### config.mk
export PLATFORM = sky130hd
export DESIGN_NAME = if_id_queue
export DESIGN_NICKNAME = d
export VERILOG_FILES = /design/src/rtl/ifq_pkg.sv /design/src/rtl/ifq_storage.sv /design/src/rtl/if_id_queue.sv
export SDC_FILE = /design/constraint.sdc
export NUM_CORES = 1
export LEC_CHECK = 0
export ABC_AREA = 1
export CORE_UTILIZATION = 57
export DETAILED_ROUTE_END_ITERATION = 6
export DONT_BUFFER_PORTS = 1
export GPL_TIMING_DRIVEN = 1
export PLACE_DENSITY_LB_ADDON = 0.1
export SYNTH_ARGS = -nofsm -noshare
export SYNTH_HDL_FRONTEND = slang
export SYNTH_SLANG_ARGS = --single-unit
export TNS_END_PERCENT = 1
### constraint.sdc
create_clock -name clk -period 3.75 [get_ports clk]
set_input_delay 0.75 -clock clk [delete_from_list [all_inputs] [get_ports clk]]
set_output_delay 0.75 -clock clk [all_outputs]
set_load 0.02 [all_outputs]
### src/rtl/ifq_pkg.sv
// Shared types and helpers for the IF/ID instruction queue.
// The zero-latency bypass in if_id_queue is enabled by defining IFQ_BYPASS_EN.
package ifq_pkg;

   localparam int IFQ_XLEN = 32;
   localparam logic [IFQ_XLEN-1:0] NOP_INSTR = 32'h0;

   typedef struct packed {
      logic [IFQ_XLEN-1:0] instr;
      logic [IFQ_XLEN-1:0] pc_plus4;
   } ifq_entry_t;

   // Pointer width for a DEPTH-entry ring; never narrower than 1 bit.
   function automatic int ptr_width(input int depth);
      int w;
      w = 1;
      for (int i = 1; i < 32; i++) begin
         if ((1 << w) < depth) w = i + 1;
      end
      return w;
   endfunction

endpackage

### src/rtl/ifq_storage.sv
// Entry array for the IF/ID queue: one write port, one asynchronous read port.
// The data array is not reset; the queue's pointers and count decide what is valid.
module ifq_storage
   import ifq_pkg::*;
#(
   parameter int DEPTH = 4,
   parameter int PW    = 2
) (
   input  logic             clk,
   input  logic             we,
   input  logic [PW-1:0]    waddr,
   input  ifq_entry_t       wdata,
   input  logic [PW-1:0]    raddr,
   output ifq_entry_t       rdata
);

   ifq_entry_t mem [DEPTH];

   always_ff @(posedge clk) begin
      if (we) mem[waddr] <= wdata;
   end

   assign rdata = mem[raddr];

endmodule

### src/rtl/if_id_queue.sv
// Instruction queue between fetch and decode, replacing the IF/ID register.
// Define IFQ_BYPASS_EN to let an empty queue pass InstrF straight to decode.
module if_id_queue
   import ifq_pkg::*;
#(
   parameter int DEPTH = 4,
   parameter int WIDTH = IFQ_XLEN
) (
   input  logic                     clk,
   input  logic                     rst,
   input  logic [WIDTH-1:0]         InstrF,
   input  logic [WIDTH-1:0]         PCPlus4F,
   input  logic                     ValidF,
   input  logic                     StallD,
   input  logic                     FlushD,
   output logic [WIDTH-1:0]         InstrD,
   output logic [WIDTH-1:0]         PCPlus4D,
   output logic                     ValidD,
   output logic                     Full,
   output logic [$clog2(DEPTH):0]   Count
);

   localparam int PW = ptr_width(DEPTH);
   localparam int CW = PW + 1;
   localparam logic [CW-1:0] CNT_FULL = CW'(DEPTH);
   localparam logic [PW-1:0] PTR_ONE  = PW'(1);
   localparam logic [CW-1:0] CNT_ONE  = CW'(1);

   logic [PW-1:0] wr_ptr;
   logic [PW-1:0] rd_ptr;
   logic [CW-1:0] count;
   logic          stored_valid;
   logic          bypass;
   logic          push;
   logic          pop;
   ifq_entry_t    wdata;
   ifq_entry_t    rdata;

   assign stored_valid = (count != '0);
   assign Full         = (count == CNT_FULL);
   assign Count        = count;

`ifdef IFQ_BYPASS_EN
   // An empty queue with a consuming decode hands the fetch word straight through.
   assign bypass = ~stored_valid & ValidF & ~StallD & ~FlushD;
`else
   assign bypass = 1'b0;
`endif

   // A full queue refuses the push even if the head pops this cycle.
   assign push = ValidF & ~Full & ~FlushD & ~bypass;
   assign pop  = stored_valid & ~StallD & ~FlushD;

   assign wdata.instr    = InstrF;
   assign wdata.pc_plus4 = PCPlus4F;

   ifq_storage #(
      .DEPTH (DEPTH),
      .PW    (PW)
   ) u_storage (
      .clk   (clk),
      .we    (push),
      .waddr (wr_ptr),
      .wdata (wdata),
      .raddr (rd_ptr),
      .rdata (rdata)
   );

   always_ff @(posedge clk or posedge rst) begin
      if (rst) begin
         wr_ptr <= '0;
         rd_ptr <= '0;
         count  <= '0;
      end else if (FlushD) begin
         rd_ptr <= wr_ptr;
         count  <= '0;
      end else begin
         if (push) wr_ptr <= wr_ptr + PTR_ONE;
         if (pop)  rd_ptr <= rd_ptr + PTR_ONE;
         case ({push, pop})
            2'b10:   count <= count + CNT_ONE;
            2'b01:   count <= count - CNT_ONE;
            default: count <= count;
         endcase
      end
   end

   always_comb begin
      ValidD   = stored_valid;
      InstrD   = NOP_INSTR;
      PCPlus4D = '0;
      if (stored_valid) begin
         InstrD   = rdata.instr;
         PCPlus4D = rdata.pc_plus4;
      end else if (bypass) begin
         ValidD   = 1'b1;
         InstrD   = InstrF;
         PCPlus4D = PCPlus4F;
      end
   end

`ifndef SYNTHESIS
   always @(posedge clk) begin
      if (!rst) begin
         assert (count <= CNT_FULL);
         assert (!(pop && count == '0));
      end
   end
`endif

endmodule
* After elaboration in Yosys (flattened, before gate mapping) *
Memory sizes are Yosys's and may differ from the RTL's.
Cells that the tools add are included.

cells by class
  reduce and logical (&&, ||, !) cells = 4
  add/subtract/negate cells = 4
  mux-type cells = 9
  bitwise gates (word level) = 7
  eq/ne operators = 3

operators by type and width
  kind                                                                 number
  32-bit 2-to-1 mux                                                    2
  3-bit case mux with 2 select lines                                   1
  3-bit nonzero test                                                   2
  2-bit by 1-bit adder with 2-bit output (second input constant)       2
  1-bit AND                                                            4
  2-bit 2-to-1 mux                                                     2
  3-bit by 1-bit adder with 3-bit output (second input constant)       1
  3-bit == test (second input constant)                                1
  1-bit 2-to-1 mux                                                     3
  3-bit 2-to-1 mux                                                     1
  1-bit inverter                                                       3
  3-bit by 1-bit subtractor with 3-bit output (second input constant)  1
  2-bit by 1-bit == test with 1-bit output (second input constant)     1
  2-bit == test (second input constant)                                1
  2-bit AND reduction                                                  1
  2-bit nonzero test                                                   1

storage, ports and cells
  memories kept = 1
  input bits = 69
  RAM bits = 256
  flip-flop bits (word level) = 7
  logic and storage cells = 31

memory list
  name           depth  bits a word  rd ports  clocked after memory_dff  write ports  RTL line           text
  u_storage.mem  4      64           1         0                         1            ifq_storage.sv:17  ifq_entry_t mem [DEPTH];

* Longest topological paths before layout *
  depth in word-level cells = 7
  depth in mapped cells = 11
  depth with buffers taken out = 11

* Cells and area by module *
A second synthesis with hierarchy kept.

second synthesis, totals
  cells, all modules = 1202
  area total of the unflattened synthesis = 11738.8 um^2

by module, submodules not included
  module       times used  area an instance (um^2)  cells an instance  seq. area each (um^2)
  ifq_storage  1           10761.6                  1010               7687.4
  if_id_queue  1           977.2                    192                175.2

* Worst setup path after synthesis *
Ideal clock, no wire load.

  kind = input to register
  from = in FlushD
  to = mem u_storage.mem[0][0] (netlist bit) (enable)
  cell stages on the path = 3
  setup time = 0.486 ns
  slack = -0.416 ns
  data arrival time = 3.679 ns
  data required time = 3.264 ns
  buffers on the path = 0
  cell sequence = inv_1 -> nand2_2 -> nor2_1

between the ends
  cells in the longest elaborated chain, start to end = 4

RTL lines
  element                                 RTL line           text
  start, declared                         if_id_queue.sv:15  input logic FlushD,
  1-bit inverter (no line)                n/a
  1-bit AND                               if_id_queue.sv:51  assign push = ValidF & ~Full & ~FlushD & ~bypass;
  1-bit 2-to-1 mux                        ifq_storage.sv:20  if (we) mem[waddr] <= wdata;
  1-bit 2-to-1 mux (not written as such)  ifq_storage.sv:20
  end, declared                           ifq_storage.sv:17

No other way between the ends.

* Final worst setup path *
  from = reg count[1] (netlist: Count[1])
  to = out InstrD[19]

between the ends
  cells in the longest elaborated chain, start to end = 2

RTL lines
  element                 RTL line           text
  start, declared         if_id_queue.sv:31  logic [CW-1:0] count;
  start signal, assigned  if_id_queue.sv:81  2'b10: count <= count + CNT_ONE;
  start signal, assigned  if_id_queue.sv:82  2'b01: count <= count - CNT_ONE;
  start signal, assigned  if_id_queue.sv:83  default: count <= count;
  3-bit nonzero test      if_id_queue.sv:39  assign stored_valid = (count != '0);
  32-bit 2-to-1 mux       if_id_queue.sv:92  if (stored_valid) begin
  end, declared           if_id_queue.sv:16  output logic [WIDTH-1:0] InstrD,

No other way between the ends.

==> flow_metrics.tcl <==
set metrics [dict create \
    status "finished, final reports clean" \
    worstHoldPathType "in2async" \
    cts_made_buffers 26 \
    clockBufferDepth 3 \
    setup_viol 0 \
    io_pins 138 \
    routed.top_layer "met4" \
    wl_per_cell_um 19.5 \
    fmax_ghz 0.320 \
    dr.pass1.iters 5 \
    start_kind "flop" \
    crit_path_max_fanout 37 \
    finalWeightedCongestion 0.886 \
    tritoncts_num_sinks 263 \
    num_vias 6122 \
    synth_simple_gate_area_share_pct 10.6 \
    drt-met1-wl_um 8110 \
    yosys-top-cells-area "edfxtp_1 (74%), nor2_1 (9.5%), o21ai_1 (4.3%)" \
    postRouteAntennaNets 0 \
    synthMuxAreaShare_pct 0 \
    grt_pass1_vias 6017 \
    rows 49 \
    postCtsSetupRepairBufs 0 \
    max_slew_margin_pct 43.8 \
    antenna_found_initial 0 \
    power.density_mw_per_mm2 785 \
    drt_iter0_drc 376 \
    cts_tree "done" \
    die_x_um 137 \
    slowest_stage "inv_2" \
    r2r-start "Count[0]$_DFFE_PP0P_" \
    path_cells "nor2_2, nand2_2, inv_2, buf_12, a21oi_1" \
    synth.largest_area_cell "edfxtp_1" \
    yosysSeqAreaShare_pct 75.4 \
    clk_latency_ps 520 \
    clockRootBuffer "clkbuf_16" \
    maxSlewViolCount 0 \
    synth_top_area_share_pct 73.7 \
    finalCriticalPeriod_ps 3130 \
    grt_setup_unrepaired "no" \
    p_leak_nw 3.87 \
    portBuffers 0 \
    synth_warnings 0 \
    clkSlewWorstSetupHoldPaths_ps 60 \
    cts_hold_buf 0 \
    synth_cell_types 25 \
    grt_overflow_total 0 \
    cap_violations 0 \
    place_inst 1021 \
    endpoint_kind "primary output" \
    met3_length_um 1700 \
    grt_usage_pct 22.0 \
    synthCells 826 \
    met2_length_um 10600 \
    drive_gt1_share_pct 8.46 \
    grt_max_degree 132 \
    finClkSkew_ps 11.2 \
    antennaDiodeCount 0 \
    syn_avg_cell_area_um2 12.6 \
    syn_area_mm2 0.0104 \
    cts_resized 0 \
    synth_top_family_by_area "simple AND/OR/NAND/NOR gates" \
    period_share_pct 83.4 \
    area_delta_synth_final_pct 10.1 \
    stdcell_count 1068 \
    design.core.area_mm2 0.0180 \
    max_stage_delay_ps 500 \
    final_common_cell "nor2_1" \
    peakVddDrop_uv 452 \
    total_power_mw 9.01 \
    drc 0 \
    dieHeight_um 137 \
    final_cell_mix "nor2_1 (259), edfxtp_1 (256), o21ai_1 (90)" \
    start_util_pct 58.0 \
    viasPerCell 5.73 \
    stdcell_area_mm2 0.0115 \
    cp.arrival_ps 2380 \
    dpl_cell_area_mm2 0.0107 \
    crit_start "Count[1]$_DFFE_PP0P_" \
    worstSetupPathType "reg2out" \
    synth_nets 900 \
    required_ps 3000 \
    hold_violations 0 \
    synth_compound_area_share_pct 9.61 \
    synthAdderAreaFrac_pct 0.672 \
    synthXorXnorAreaFrac_pct 0.168 \
    hold_ws_ps 61.7 \
    die_area_mm2 0.0188 \
    drt_wl_total_um 20800 \
    grt_pass1_wl_um 31100 \
    ys_seq_elements 263 \
    layout.nets 894 \
    cts_max_level 1 \
    dp.final_hpwl_um 11800 \
    tightest_slew_ps 843 \
]
## power by group
group | total, mW | internal (mW) | switching (mW)
logic | 2.87 | 0.707 | 2.16
clock network | 2.47 | 1.45 | 1.02
registers | 3.67 | 3.56 | 0.103
## sequential cells by signal, indices dropped and copies added, names as in the netlist
name,flops
rd_ptr,2
Count,3
u_storage.mem,256
wr_ptr,2
## worst max-delay path, delay by kind of cell (launching register included)
family	cells	cell delay, ps
flops	1	490
buf+inv	2	780
compound gates	1	150
simple gates	2	390
## area by class of cell
type / instances / area [µm²]
Inverter: 18 / 70.1
Multi-Input combinational cell: 496 / 2230
Fill cell: 1299 / 6480
Sequential cell: 263 / 7870
Tap cell: 229 / 287
Clock inverter: 13 / 114
Clock buffer: 34 / 702
Timing Repair Buffer: 15 / 213
## synth_stat cells
master    count
dfrtp_1       7
ha_1          4
buf_1         1
nand2_2       3
clkbuf_1      1
nand3_1       4
edfxtp_1    256
inv_1        13
o21bai_1      1
nand2_1      18
xor2_1        1
inv_2         5
buf_4         7
clkbuf_2     11
a21oi_2       1
nor2_2        1
xnor2_1       1
o21ai_0      40
a21oi_1      67
fa_1          1
buf_6         6
nor2_1      263
o21ai_1      90
buf_2        23
nand3_2       1
## worst paths after layout
path                                             endpoint  slack [ps]  cells past startpoint
setup / recovery                               InstrD[19]         620                      5
hold / removal                       Count[2]$_DFFE_PP0P_          60                      1
setup reg to reg           u_storage.mem[2][28]$_DFFE_PP_        1330                      7
hold reg to reg                     rd_ptr[0]$_DFFE_PP0P_         570                      2
max in group asynchronous           rd_ptr[0]$_DFFE_PP0P_        3430                      1
min in group clk           u_storage.mem[3][49]$_DFFE_PP_         320                      0
## per-stage QoR
stage | setup WS, ps | util (%) | TNS, ps
floorplan | -416 | - | -106400
global placement | 1210 | 59.4 | 0
detailed placement | 1140 | 59.4 | 0
CTS | 581 | 63.9 | 0
global route | 498 | 63.9 | 0
finish | 622 | 63.9 | 0
## per-layer routing
layer	track usage, %	up-vias
met2	38.8	199
li1	-	2891
met5	0	-
met4	6.90	0
met1	26.3	2998
met3	5.96	34
## cells by family (layout without fill, tap and decap cells)
group	Yosys count	after routing
and+or+nand+nor	290	290
xor gates and xnor gates	2	2
buffers and inverters	67	80
adders and majority gates	5	5
DFF	263	263
AOI/OAI and AO/OA	199	199
Power figures use the tool's default switching activity.
